**src/rtl/uart_pkg.sv**
```systemverilog
// Shared UART definitions: TX FSM state encoding, parity type and line-level constants.
// UART_TX_PARITY_EN adds the PARITY state to the TX state encoding.
package uart_pkg;

`ifdef UART_TX_PARITY_EN
    typedef enum logic [2:0] {IDLE, START, DATA, PARITY, STOP} uart_tx_state_t;
`else
    typedef enum logic [2:0] {IDLE, START, DATA, STOP} uart_tx_state_t;
`endif

    localparam logic PAR_EVEN  = 1'b0;
    localparam logic PAR_ODD   = 1'b1;
    localparam logic LINE_IDLE = 1'b1;
    localparam logic START_BIT = 1'b0;

endpackage

```
**src/rtl/uart_tx_serializer.sv**
```systemverilog
// Data capture register and bit counter for the UART transmitter.
// Presents the data bit the line will carry after the next edge.
module uart_tx_serializer
    import uart_pkg::*;
#(
    parameter int DATA_WIDTH = 8
) (
    input  logic                  clk,
    input  logic                  rst,
    input  logic                  load,
    input  logic                  clear,
    input  logic                  advance,
    input  logic [DATA_WIDTH-1:0] p_data,
    output logic                  ser_bit,
    output logic                  ser_done
);

    localparam int CNT_W = (DATA_WIDTH > 1) ? $clog2(DATA_WIDTH) : 1;

    logic [DATA_WIDTH-1:0] data_q;
    logic [CNT_W-1:0]      cnt_q;
    logic [CNT_W-1:0]      cnt_d;

    assign ser_done = (cnt_q == CNT_W'(DATA_WIDTH - 1));

    // Counter saturates at the last bit; the FSM leaves DATA there.
    always_comb begin
        cnt_d = cnt_q;
        if (clear) begin
            cnt_d = '0;
        end else if (advance && !ser_done) begin
            cnt_d = cnt_q + 1'b1;
        end
    end

    assign ser_bit = data_q[cnt_d];

    always_ff @(posedge clk or negedge rst) begin
        if (!rst) begin
            data_q <= '0;
            cnt_q  <= '0;
        end else begin
            cnt_q <= cnt_d;
            if (load) begin
                data_q <= p_data;
            end
        end
    end

endmodule

```
**src/rtl/uart_tx.sv**
```systemverilog
// UART transmitter: start bit, LSB-first data, optional parity, stop bit; one bit per clk.
// Define UART_TX_PARITY_EN to compile in the per-frame parity bit.
module uart_tx
    import uart_pkg::*;
#(
    parameter int DATA_WIDTH = 8
) (
    input  logic                  clk,
    input  logic                  rst,
    input  logic [DATA_WIDTH-1:0] P_DATA,
    input  logic                  Data_Valid,
    input  logic                  PAR_EN,
    input  logic                  PAR_TYP,
    output logic                  TX_OUT,
    output logic                  Busy
);

    uart_tx_state_t state_q, state_d;
    logic load, clear, advance;
    logic ser_bit, ser_done;
    logic tx_d, busy_d;

    uart_tx_serializer #(.DATA_WIDTH(DATA_WIDTH)) u_ser (
        .clk      (clk),
        .rst      (rst),
        .load     (load),
        .clear    (clear),
        .advance  (advance),
        .p_data   (P_DATA),
        .ser_bit  (ser_bit),
        .ser_done (ser_done)
    );

`ifdef UART_TX_PARITY_EN
    logic par_en_q, par_bit_q;

    always_ff @(posedge clk or negedge rst) begin
        if (!rst) begin
            par_en_q  <= 1'b0;
            par_bit_q <= 1'b0;
        end else if (load) begin
            par_en_q  <= PAR_EN;
            par_bit_q <= (^P_DATA) ^ (PAR_TYP == PAR_ODD);
        end
    end
`else
    logic unused_par;
    assign unused_par = PAR_EN ^ PAR_TYP;
`endif

    // Outputs are registered from the next state so TX_OUT/Busy come straight from flops.
    always_comb begin
        state_d = state_q;
        load    = 1'b0;
        clear   = 1'b0;
        advance = 1'b0;
        case (state_q)
            IDLE: begin
                if (Data_Valid) begin
                    load    = 1'b1;
                    state_d = START;
                end
            end
            START: begin
                clear   = 1'b1;
                state_d = DATA;
            end
            DATA: begin
                if (ser_done) begin
`ifdef UART_TX_PARITY_EN
                    state_d = par_en_q ? PARITY : STOP;
`else
                    state_d = STOP;
`endif
                end else begin
                    advance = 1'b1;
                end
            end
`ifdef UART_TX_PARITY_EN
            PARITY: state_d = STOP;
`endif
            STOP: begin
                if (Data_Valid) begin
                    load    = 1'b1;
                    state_d = START;
                end else begin
                    state_d = IDLE;
                end
            end
            default: state_d = IDLE;
        endcase

        case (state_d)
            START:   tx_d = START_BIT;
            DATA:    tx_d = ser_bit;
`ifdef UART_TX_PARITY_EN
            PARITY:  tx_d = par_bit_q;
`endif
            default: tx_d = LINE_IDLE;
        endcase
        busy_d = (state_d != IDLE);
    end

    always_ff @(posedge clk or negedge rst) begin
        if (!rst) begin
            state_q <= IDLE;
            TX_OUT  <= LINE_IDLE;
            Busy    <= 1'b0;
        end else begin
            state_q <= state_d;
            TX_OUT  <= tx_d;
            Busy    <= busy_d;
        end
    end

endmodule

```
**config.mk**
```make
export PLATFORM = sky130hd
export DESIGN_NAME = uart_tx
export DESIGN_NICKNAME = d
export VERILOG_FILES = /design/src/rtl/uart_pkg.sv /design/src/rtl/uart_tx_serializer.sv /design/src/rtl/uart_tx.sv
export SDC_FILE = /design/constraint.sdc
export NUM_CORES = 1
export LEC_CHECK = 0
export ABC_CLOCK_PERIOD_IN_PS = 4700
export CAP_MARGIN = 30
export CORE_MARGIN = 10
export CORE_UTILIZATION = 52
export DETAILED_ROUTE_END_ITERATION = 7
export PLACE_DENSITY_LB_ADDON = 0.2
export SLEW_MARGIN = 20
export SYNTH_ARGS = -nofsm -noshare
export SYNTH_HDL_FRONTEND = slang
export SYNTH_SLANG_ARGS = --single-unit
export TNS_END_PERCENT = 50
```
**constraint.sdc**
```tcl
create_clock -name clk -period 4.7 [get_ports clk]
set_clock_uncertainty 0.15 [all_clocks]
set_input_delay 0.705 -clock clk [delete_from_list [all_inputs] [get_ports clk]]
set_output_delay 0.705 -clock clk [all_outputs]
set_load 0.01 [all_outputs]
```
* Word level (Yosys, flattened, before mapping) *
Index checks and enable logic that the tools add are counted.

word-level totals
  output and inout port bits = 2
  input bits = 13
  bits in registers = 16

operators by class
  multiplexer cells = 14
  reductions and logical operators = 5
  magnitude comparators = 1
  eq/ne operators = 6
  $add $sub $neg = 1

operator list
  kind                                                         count
  2-to-1 mux 3 bit                                             4
  one-hot mux 3 bit (4 select lines)                           1
  == test 3 x 2 -> 1 bit (second input constant)               3
  2-to-1 mux 1 bit                                             7
  == test 3 x 1 -> 1 bit (second input constant)               2
  less-than comparator 3 x 4 -> 1 bit (second input constant)  1
  adder 3 x 1 -> 3 bit (second input constant)                 1
  binary-select mux 1 bit (select 3 bit)                       1
  == test 3 bit (second input constant)                        1
  logical NOT 3 bit                                            1
  nonzero test 3 bit                                           1
  one-hot mux 1 bit (2 select lines)                           1
  OR reduction 2 bit                                           1
  logical AND 1 bit                                            1
  logical NOT 1 bit                                            1

* Longest topological paths before layout *
Gate-level depths: netlist of run 1.

  depth in word-level cells = 9
  depth in mapped cells = 9
  depth with buffers taken out = 9

* Cells and area by module *
From an unflattened synthesis of run 1, not the netlist that was laid out.

second synthesis, totals
  cell total of the unflattened synthesis = 55
  area total of the unflattened synthesis = 743.2 sq um

by module, submodules not included
  module              cells each  seq. area each (sq um)  times used  area each (sq um)
  uart_tx_serializer  33          275.3                   1           518.0
  uart_tx             22          126.4                   1           225.2

* Worst setup path after synthesis of run 1 *
OpenSTA, ideal clock, no wires.

  path type = reg-to-reg
  from = reg u_ser.cnt_q[0]
  to = reg TX_OUT
  arrival time = 2215 ps
  setup slack = 2248 ps
  cell stages (with the launch flop) = 9
  cells stage by stage = dfrtp_1 ha_1 ha_1 or4_4 a21oi_2 a21oi_1 mux2_4 o32ai_1 a211oi_1

between the ends
  longest elaborated chain between the ends = 9
  elaborated cells on any way between the ends = 15
  classes of those cells = add/sub (1); eq/ne (3); mux (9); reduce/logical (2)

RTL lines
  element                                 RTL line                  source
  from (decl)                             uart_tx_serializer.sv:21  logic [CNT_W-1:0] cnt_q;
  from (signal assigned)                  uart_tx_serializer.sv:43  cnt_q <= cnt_d;
  == test 3 bit                           uart_tx_serializer.sv:24  assign ser_done = (cnt_q == CNT_W'(DATA_WIDTH - 1));
  2-to-1 mux 1 bit                        uart_tx.sv:69             if (ser_done) begin
  2-to-1 mux 1 bit                        uart_tx.sv:57             case (state_q)
  logical AND 1 bit                       uart_tx_serializer.sv:31  end else if (advance && !ser_done) begin
  2-to-1 mux 3 bit                        uart_tx_serializer.sv:31
  2-to-1 mux 3 bit                        uart_tx_serializer.sv:29  if (clear) begin
  binary-select mux 1 bit (select 3 bit)  uart_tx_serializer.sv:36  assign ser_bit = data_q[cnt_d];
  2-to-1 mux 1 bit (not written as such)  uart_tx_serializer.sv:36
  one-hot mux 1 bit (2 select lines) *    uart_tx.sv:93             case (state_d)
  named net tx_d                          uart_tx.sv:21             logic tx_d, busy_d;
  to (signal assigned)                    uart_tx.sv:111            TX_OUT <= tx_d;
  to (decl)                               uart_tx.sv:14             output logic TX_OUT,

The timed path passes the listed nets; every way through them passes the cells marked *. The select of a mux whose other input is x is not followed.
A chain may end at the register's enable or synchronous reset.

* Worst setup path after layout of run 1 *
  from = in Data_Valid
  to = reg u_ser.data_q[6]

between the ends
  longest elaborated chain between the ends = 2

RTL lines
  element               RTL line                      source
  from (decl)           uart_tx.sv:11                 input logic Data_Valid,
  2-to-1 mux 1 bit      uart_tx.sv:59, uart_tx.sv:83
  2-to-1 mux 1 bit      --
  to (signal assigned)  uart_tx_serializer.sv:45      data_q <= p_data;
  to (decl)             uart_tx_serializer.sv:20      logic [DATA_WIDTH-1:0] data_q;

No other way between the ends.

==> results of run 1 <==
==> logic make-up after synthesis <==
| family | count (synthesis) | share of synthesized area |
|---|---|---|
| adders and majority gates | 2 | 0.03053 |
| and+or+nand+nor | 13 | 0.09006 |
| DFF | 16 | 0.4901 |
| xor gates and xnor gates | 2 | 0.02138 |
| buffers and inverters | 8 | 0.04122 |
| AOI/OAI and AO/OA | 18 | 0.1679 |
| muxes | 11 | 0.1542 |
| other | 1 | 0.004576 |
==> synthesized netlist by cell type, drive strengths merged <==
library cell,n,area (um2)
or4,1,11.26
o21bai,1,7.510
o32ai,1,8.760
nor2b,2,12.51
dfstp,1,26.28
inv,5,18.77
a22o,2,17.52
nor3,1,5.000
dfrtp,15,375.4
conb,1,3.750
ha,2,25.02
nand2b,2,12.51
nand3,1,5.000
a211oi,2,15.01
o21ai,4,20.01
nor4b,1,8.760
a21oi,3,18.77
xnor2,2,17.52
nand2,2,7.510
nor2,3,11.26
a211o,1,8.760
mux2i,1,10.01
o311ai,1,16.27
o211a,1,10.01
mux2,10,116.4
buf,3,15.01
a22oi,2,15.01
==> worst register-to-register path, delay by kind of cell, from the launching register on <==
kind	cells	cell delay, ps
and+or+nand+nor	1	630
DFF	1	460
muxes	1	410
AOI/OAI and AO/OA	2	560
adders and majority gates	2	480
==> where the power goes <==
group	switching (W)	internal, W
sequential	0.0000308	0.000180
combinational	0.0000552	0.0000785
clock	0.0000416	0.0000471
==> per-layer routing <==
| layer | global-route usage | vias to the layer above | part of all wire |
|---|---|---|---|
| met1 | 0.1136 | 271 | 0.47 |
| met4 | 0.04808 | 0 | 0.012 |
| met3 | 0.02331 | 2 | 0.046 |
| li1 | - | 281 | - |
| met5 | 0 | - | 0 |
| met2 | 0.1426 | 12 | 0.47 |
==> stage by stage <==
step	hold WS, ps	instances	worst slack, ps
after global routing	376.3	100	1704
after global placement	335.7	96	1555
after CTS	372.3	100	1846
after floorplan	259.4	71	2248
final	368.3	100	1885
after detailed placement	344.8	96	1556
==> layout make-up <==
class	instances	area, um2
clock buffers	4	36.28
fillers	130	525.5
inverters	5	18.77
multi-input cells	47	384.1
flip-flops and latches	16	401.6
well taps	16	20.02
repair buffers	12	120.1
==> flip-flops by register name, summed over array words and instances, names as in the netlist <==
name,cells
u_ser.data_q,8
state_q,3
u_ser.cnt_q,3
Busy,1
TX_OUT,1
==> path summary, 6_finish.rpt <==
path | to | depth (start not counted) | slack (ps)
setup / recovery | u_ser.data_q[6] | 6 | 1890
hold / removal | u_ser.data_q[4] | 1 | 370
setup reg to reg | u_ser.data_q[6] | 6 | 1900
hold reg to reg | u_ser.data_q[4] | 1 | 370
max in group asynchronous | u_ser.data_q[2] | 1 | 3270
min in group asynchronous | state_q[2] | 1 | 690
==> impl_results.md, run 1 <==
- # resized after CTS: 0
- Largest net degree at the start of global routing: 17
- Final antenna-violating net count: 0
- CP startpoint kind: input port
- Area Overhead vs Synth: 19.69%
- Fin nets: 100
- DR vias/cell: between 5 and 6
- CTS tree: built
- Dpl hpwl: 1133 um
- # setup viols final: 0
- Slew margin rel.: 0.5230
- Status: finished clean
- H-tree Lvls: 1
- Initial antenna violation count: 0
- Worst VDD drop: ~250 uV
- Count of input and output buffers: 12
- Clk sinks: 16
- Yosys warnings: 0
- Vias: 566
- Hold Fails Final Rpt: 0
- 1st-pass router iterations: 4
- Tot Pwr: roughly 0.00043 W
- Placer Congestion: about 0.77
- P_leak: roughly 0.45 nW
- Layout cell share with drive strength beyond 1: 0.2143
- Num CTS Buffers: 3
- Synth cell types: 30
- Initial DRC count: 8
- Most frequent cells in the layout: dfrtp_1, clkdlybuf4s50_1, mux2_2, inv_1
- Worst skew pair latency: between 200 and 300 ps
- Slowest cell on the critical path: nor2b_1
- Max Slew Vio Count: 0
- Initial Util: 0.5440
- Max_cap viols: 0
- Max Freq: 355.3 MHz
- Global-route wire length before repair: around 2600 um
- Die area: 3564 um2
- All-Layer GR Usage: 0.09192
- WP data arrival: approximately 2800 ps
- Worst-path maximum fanout: 9
- Sequential element share of the synthesized area: 0.4901
- Post-Syn Nets: 86
- Cell Area, Placed: roughly 940 um2
- WL/cell: around 15 um
- CTS max path bufs: 2
- Critical path required time: ~4700 ps
- Hold Crit Class: register to register
- Die X: 59.70 um
- Setup bufs post-CTS: 0
- Critical path buffer and inverter count: 1
- Fin Setup TNS: 0 ps
- Unrepaired setup endpoints after global routing: no
- Fin crit share: 0.5989
- Reg2Reg Launch Point: u_ser.cnt_q[0]
- Critical path type: input port to register
- Finished Cell Area: between 900 and 1000 um2
- Top delay family on crit path: simple AND/OR/NAND/NOR gates
- Worst setup path startpoint: Data_Valid
- Reg clk slew, reported paths: about 90 ps
- Fin util: 0.6512
- Vias in the first global route: slightly above 600
- Largest stage delay on the critical path: between 600 and 700 ps
- Cells after Synth: roughly 70
- Root buffer cell: clkbuf_4
- Commonest non-fill, non-tap cell in the layout: dfrtp_1
- Pwr Density: between 400 and 500 nW/um2
- CTS Hold Bufs: 0
- # DRC: 0
- Slew @ Worst Pin: between 700 and 800 ps
- Crit path cell chain: clkdlybuf4s50_1 -> nor2_1 -> a211o_1 -> a21oi_1 -> nor2b_1 -> mux2_2
- Critical path capture point type: register
- Register bit total from synthesis: 16
- Die Span Y: between 50 and 60 um
- Avg Cell Area, Syn: 11.54 um2
- Row count: 14
- Ports: 15
- Hold path startpoint: u_ser.data_q[4]
- Core Region: 1506 um2
- Grt ovf: 0
- Wirelength, routed: 1458 um
- Clock period minus worst slack: 2815 ps
- Number of diodes: 0
- Post-Syn Area: between 800 and 900 um2
Power figures use the tool's default switching activity.
==> run 2, diff against run 1 <==
ABC_CLOCK_PERIOD_IN_PS = 2860   (was 4700)
CORE_UTILIZATION = 49   (was 52)
clock period = 2.86 ns   (was 4.7 ns; I/O delays follow)
==> run 2 against run 1 <==
  * Critical path type is now register to register
  * Worst setup slack worse by 1700 ps
  * Utilization down 0.99 points
  * Clock power up 63%
==> impl_results.md, run 2 (synthesis gave the netlist of run 1 again) <==
- Status: finished clean
- Placer Congestion: 0.7625 (-1.3%)
- All-Layer GR Usage: 0.08977 (-0.002159)
- Initial Util: 0.5317 (-0.01236)
- Hold Crit Class: register to register
- Slew margin rel.: 0.5553 (+0.03234)
- Ports: 15 (unchanged)
- Num CTS Buffers: 3 (unchanged)
- Pwr Density: 718.4 nW/um2 (+62%)
- Commonest non-fill, non-tap cell in the layout: dfrtp_1
- Slew @ Worst Pin: 664.9 ps (-49.12 ps)
- Worst skew pair latency: 290 ps (about the same)
- Wirelength, routed: 1423 um (-2.4%)
- Die area: 3708 um2 (+4.0%)
- Max reg flops: 8 (unchanged)
- Critical path capture point type: register
- Crit path cell chain: ha_1 -> ha_1 -> or4_4 -> a21oi_2 -> a21oi_1 -> mux2_4 -> o32ai_1 -> a211oi_1
- Worst setup margin: 216.9 ps (-1668 ps)
- Worst-path maximum fanout: 6 (-3)
- Core Region: 1541 um2 (+2.3%)
- # resized after CTS: 0 (unchanged)
- Die X: 60.90 um (+2.0%)
- Top layer in use: met4
- Worst VDD drop: 382.9 uV (+55%)
- Root buffer cell: clkbuf_4
- Wire length on met2: 658 um (-4.9%)
- Clk pwr share: 0.204 (about the same)
- Initial DRC count: 5 (-3)
- Initial antenna violation count: 0 (unchanged)
- Filler cells: 124 (-4.6%)
- Net Sw Frac: 0.2903 (-0.003856)
- P_leak: 0.4505 nW (+1.2%)
- Layout cell share with drive strength beyond 1: 0.2235 (+0.009244)
- Hold Fails Final Rpt: 0 (unchanged)
- Largest stage delay on the critical path: 500 ps (-130 ps)
- Tot Pwr: 0.0007101 W (+64%)
- Largest net degree at the start of global routing: 17 (unchanged)
- Switching power: 0.0002061 W (+62%)
- CP startpoint kind: register
- Fin nets: 101 (+1.0%)
- Dpl hpwl: 1133 um (about the same)
- Fin crit share: 0.9242
- Fin Setup TNS: 0 ps (unchanged)
- # DRC: 0 (unchanged)
- Number of diodes: 0 (unchanged)
- Clock period minus worst slack: approximately 2600 ps
- Most numerous cell on the critical path: ha_1
- M1 WL: 667 um (-2.1%)
- 1st-pass router iterations: 4 (unchanged)
- Die Span Y: 60.90 um (+2.0%)
- Final antenna-violating net count: 0 (unchanged)
- Critical path required time: 2920 ps (-1800 ps)
- Slowest cell on the critical path: or4_4
- Max_cap viols: 0 (unchanged)
- Most frequent cells in the layout: dfrtp_1, clkdlybuf4s50_1, mux2_2, inv_1
- Combinational share of power: 0.310 (+0.002)
- Global-route wire length before repair: 2532 um (-2.7%)
- CTS tree: built
- # setup viols final: 0 (unchanged)
- Area Overhead vs Synth: 20.61%
- Critical path type: register to register
- Unrepaired setup endpoints after global routing: no
- CTS Hold Bufs: 0 (unchanged)
- WL/cell: 14.09 um (-3.4%)
- Grt ovf: 0 (unchanged)
- Clk sinks: 16 (unchanged)
- Vias: 568 (+0.35%)
- H-tree Lvls: 1 (unchanged)
- WP data arrival: 2710 ps (-130 ps)
- Setup WS pre-CTS: 238.0 ps (-1318 ps)
- Count of input and output buffers: 12 (unchanged)
- Max Slew Vio Count: 0 (unchanged)
- Max Freq: 378.3 MHz
- DR vias/cell: 5.624 (-0.64%)
- Reg clk slew, reported paths: 90 ps (about the same)
- Regs by FF count: u_ser.data_q x8, state_q x3, u_ser.cnt_q x3
- Flop pwr share: 0.485 (-0.002)
- Top reg by flops: u_ser.data_q
- Vias in the first global route: 607 (+0.17%)
- WL met3: 56 um (-16%)
- Row count: 14 (unchanged)
- Setup bufs post-CTS: 0 (unchanged)
- FF-to-FF setup slack: 220 ps (-1680 ps)
- Final hold slack: 354.9 ps (-13.43 ps)
- CTS max path bufs: 2 (unchanged)
- Int Pwr: 0.0005039 W (+65%)
run 2: critical path, delay by kind of cell (launching register included):
family / cells / cell delay (ps)
compound gates: 4 / 650
fa+ha+maj: 2 / 480
flops: 1 / 460
mux: 1 / 330
simple gates: 1 / 500
run 2: cell type report:
class | count | area (um2) | share of cell area
flip-flops and latches | 16 | 401.6 | 0.4063
repair buffers | 13 | 127.6 | 0.1291
multi-input cells | 47 | 384.1 | 0.3886
well taps | 16 | 20.02 | 0.02025
clock buffers | 4 | 36.28 | 0.03671
inverters | 5 | 18.77 | 0.01899
run 2: path summary, 6_finish.rpt:
kind                                 start              end  depth (start not counted)
setup / recovery            u_ser.cnt_q[0]           TX_OUT                          8
hold / removal             u_ser.data_q[6]  u_ser.data_q[6]                          1
setup reg to reg            u_ser.cnt_q[0]           TX_OUT                          8
hold reg to reg            u_ser.data_q[6]  u_ser.data_q[6]                          1
max in group asynchronous              rst       state_q[1]                          1
min in group asynchronous              rst  u_ser.data_q[7]                          1
run 2: power by group through the flow:
stage               registers [W]  logic [W]  clock network (W)
detailed placement       0.000350   0.000223                  0
CTS                      0.000346   0.000225           0.000151
finish                   0.000345   0.000220           0.000145
global route             0.000356   0.000244           0.000161
global placement         0.000347   0.000213                  0
floorplan                0.000336   0.000166                  0
run 2: routing by layer:
| layer | vias up | track usage |
|---|---|---|
| met2 | 10 | 0.1339 |
| met1 | 273 | 0.1062 |
| met3 | 5 | 0.02296 |
| met4 | 0 | 0.07210 |
| met5 | - | 0 |
| li1 | 280 | - |
run 2: stage by stage:
stage / utilization / instance area [um2] / instances
floorplan: - / 819.5 / 71
global placement: 0.6177 / 952.2 / 97
detailed placement: 0.6177 / 952.2 / 97
CTS: 0.6412 / 988.4 / 101
global route: 0.6412 / 988.4 / 101
finish: 0.6412 / 988.4 / 101
==> run 3, diff against run 2 <==
CTS_CLUSTER_DIAMETER = 60   (was default)
GPL_TIMING_DRIVEN = 0   (was default)
SLEW_MARGIN = default   (was 20)
==> run 3 against run 2 <==
  * Hold slack about the same
  * Global-route usage is 0.67 points higher
  * Die area did not move
  * Cell count rose by 2.0%
  * Combinational power rose by 7%
  * Fmax shrank 1.5%
  * Count of clock-buffer cells in the layout stayed put
  * Routed wire length is 12% higher
  * Critical path type unchanged
==> impl_results.md, run 3 (synthesis gave the netlist of run 1 again) <==
- Hold Crit Class: register to register
- Wirelength, routed: 1591 um (+12%)
- Fin util: 0.6404 (-0.0008120)
- Combinational share of power: 0.335 (+0.025)
- CTS max path bufs: 2 (unchanged)
- Unrepaired setup endpoints after global routing: no
- Critical path type: register to register
- Switching power: 0.0002162 W (+4.9%)
- Initial Util: 0.5317 (unchanged)
- Max Slew Vio Count: 0 (unchanged)
- Critical path required time: 2920 ps (about the same)
- Die Span Y: 60.90 um (unchanged)
- Die X: 60.90 um (unchanged)
- Global-route wire length before repair: 2635 um (+4.1%)
- Regs by FF count: u_ser.data_q x8, state_q x3, u_ser.cnt_q x3
- Finished Cell Area: 987.2 um2 (-0.13%)
- Clock period minus worst slack: 2682 ps (+39.35 ps)
- Dpl hpwl: 1237 um (+9.2%)
- # setup viols final: 0 (unchanged)
- Worst VDD drop: 417.9 uV (+9.1%)
- WP data arrival: 2740 ps (+30 ps)
- Max Freq: 372.8 MHz (-1.5%)
- Most frequent cells in the layout: dfrtp_1, clkdlybuf4s50_1, mux2_2, inv_1
- CP startpoint kind: register
- Net Sw Frac: 0.3087 (+0.01841)
- Die area: 3708 um2 (unchanged)
- Row count: 14 (unchanged)
- Grt ovf: 0 (unchanged)
- Fin nets: 103 (+2.0%)
- Worst skew pair latency: 290 ps (about the same)
- Number of diodes: 0 (unchanged)
- Reg clk slew, reported paths: 90 ps (about the same)
- Top reg by flops: u_ser.data_q
- Worst-path maximum fanout: 6 (unchanged)
- Filler cells: 136 (+9.7%)
- Flop pwr share: 0.491 (+0.006)
- Clk pwr share: 0.174 (-0.030)
- Vias in the first global route: 617 (+1.6%)
- H-tree Lvls: 1 (unchanged)
- Final antenna-violating net count: 0 (unchanged)
- Core Region: 1541 um2 (unchanged)
- Clk sinks: 16 (unchanged)
- CTS Hold Bufs: 0 (unchanged)
- Hold Fails Final Rpt: 0 (unchanged)
- Initial antenna violation count: 0 (unchanged)
- P_leak: 0.4534 nW (+0.63%)
- # DRC: 0 (unchanged)
- Commonest non-fill, non-tap cell in the layout: dfrtp_1
- Final hold slack: 355.3 ps (+0.4040 ps)
- Layout cell share with drive strength beyond 1: 0.2414 (+0.01785)
- WL/cell: 15.45 um (+9.6%)
- Root buffer cell: clkbuf_4
- Fin crit share: 0.9379 (+0.01376)
- Fin Setup TNS: 0 ps (unchanged)
- Max reg flops: 8 (unchanged)
- 1st-pass router iterations: 4 (unchanged)
- All-Layer GR Usage: 0.09644 (+0.006671)
- Largest net degree at the start of global routing: 17 (unchanged)
- Num CTS Buffers: 3 (unchanged)
- Count of input and output buffers: 12 (unchanged)
- Slew margin rel.: 0.5310 (-0.02438)
- Status: finished clean
- Vias: 590 (+3.9%)
- Int Pwr: 0.0004843 W (-3.9%)
- Max_cap viols: 0 (unchanged)
- Placer Congestion: 0.7663 (+0.50%)
- Pwr Density: 709.6 nW/um2 (-1.2%)
- DR vias/cell: 5.728 (+1.9%)
- # resized after CTS: 0 (unchanged)
- Setup bufs post-CTS: 0 (unchanged)
- Initial DRC count: 10 (+5)
- Ports: 15 (unchanged)
- Slew @ Worst Pin: 701.4 ps (+36.46 ps)
- Cell Area, Placed: 959.7 um2 (+0.79%)
- CTS tree: built
- Area Overhead vs Synth: 20.46%
- Critical path capture point type: register
==> run 3: final cells by class <==
class | instances | area [um2] | share of cell area
flip-flops and latches | 16 | 402.9 | 0.4081
repair buffers | 12 | 120.1 | 0.1217
clock buffers | 4 | 26.28 | 0.02662
well taps | 16 | 20.02 | 0.02028
multi-input cells | 47 | 384.1 | 0.3891
plain buffers | 3 | 15.01 | 0.01521
inverters | 5 | 18.77 | 0.01901
==> run 3: worst paths after layout <==
| kind | startpoint | endpoint | slack, ps | cells after the start |
|---|---|---|---|---|
| min in group asynchronous | rst | state_q[2] | 400 | 1 |
| max reg2reg | u_ser.cnt_q[0] | TX_OUT | 180 | 8 |
| min reg2reg | u_ser.data_q[6] | u_ser.data_q[6] | 360 | 1 |
| min | u_ser.data_q[6] | u_ser.data_q[6] | 360 | 1 |
| max in group asynchronous | rst | u_ser.cnt_q[0] | 1660 | 1 |
| max | u_ser.cnt_q[0] | TX_OUT | 180 | 8 |
==> run 3: worst max-delay path, stage by stage, from the launching register on <==
cell and delay [ps]:
dfrtp_2 460, ha_1 210, ha_1 250, or4_4 510
a21oi_2 180, a21oi_1 120, mux2_4 340, o32ai_1 290
a211oi_1 90
==> run 3: power by group through the flow <==
stage | combinational [W] | clock [W] | sequential (W)
6_report | 0.000235 | 0.000122 | 0.000344
5_1_grt | 0.000255 | 0.000136 | 0.000354
4_1_cts | 0.000237 | 0.000125 | 0.000344
3_5_place_dp | 0.000235 | 0 | 0.000349
3_3_place_gp | 0.000221 | 0 | 0.000341
2_1_floorplan | 0.000166 | 0 | 0.000336
==> run 3: stage by stage <==
stage | power, W | setup WS (ps) | instances
6_report | 0.0007005 | 177.6 | 103
5_1_grt | 0.0007451 | 22.94 | 103
4_1_cts | 0.0007051 | 159.4 | 103
3_5_place_dp | 0.0005839 | 181.4 | 99
3_3_place_gp | 0.0005622 | 248.3 | 99
2_1_floorplan | 0.0005023 | 407.6 | 71
==> run 3: routing by layer <==
layer  GRT usage  wire [um]  part of all wire  vias up
li1            -          -                 -      287
met1      0.1012        680              0.43      277
met2      0.1587        774              0.49       18
met3     0.03132         89             0.056        8
met4     0.06897         46             0.029        0
met5           0          0                 0        -
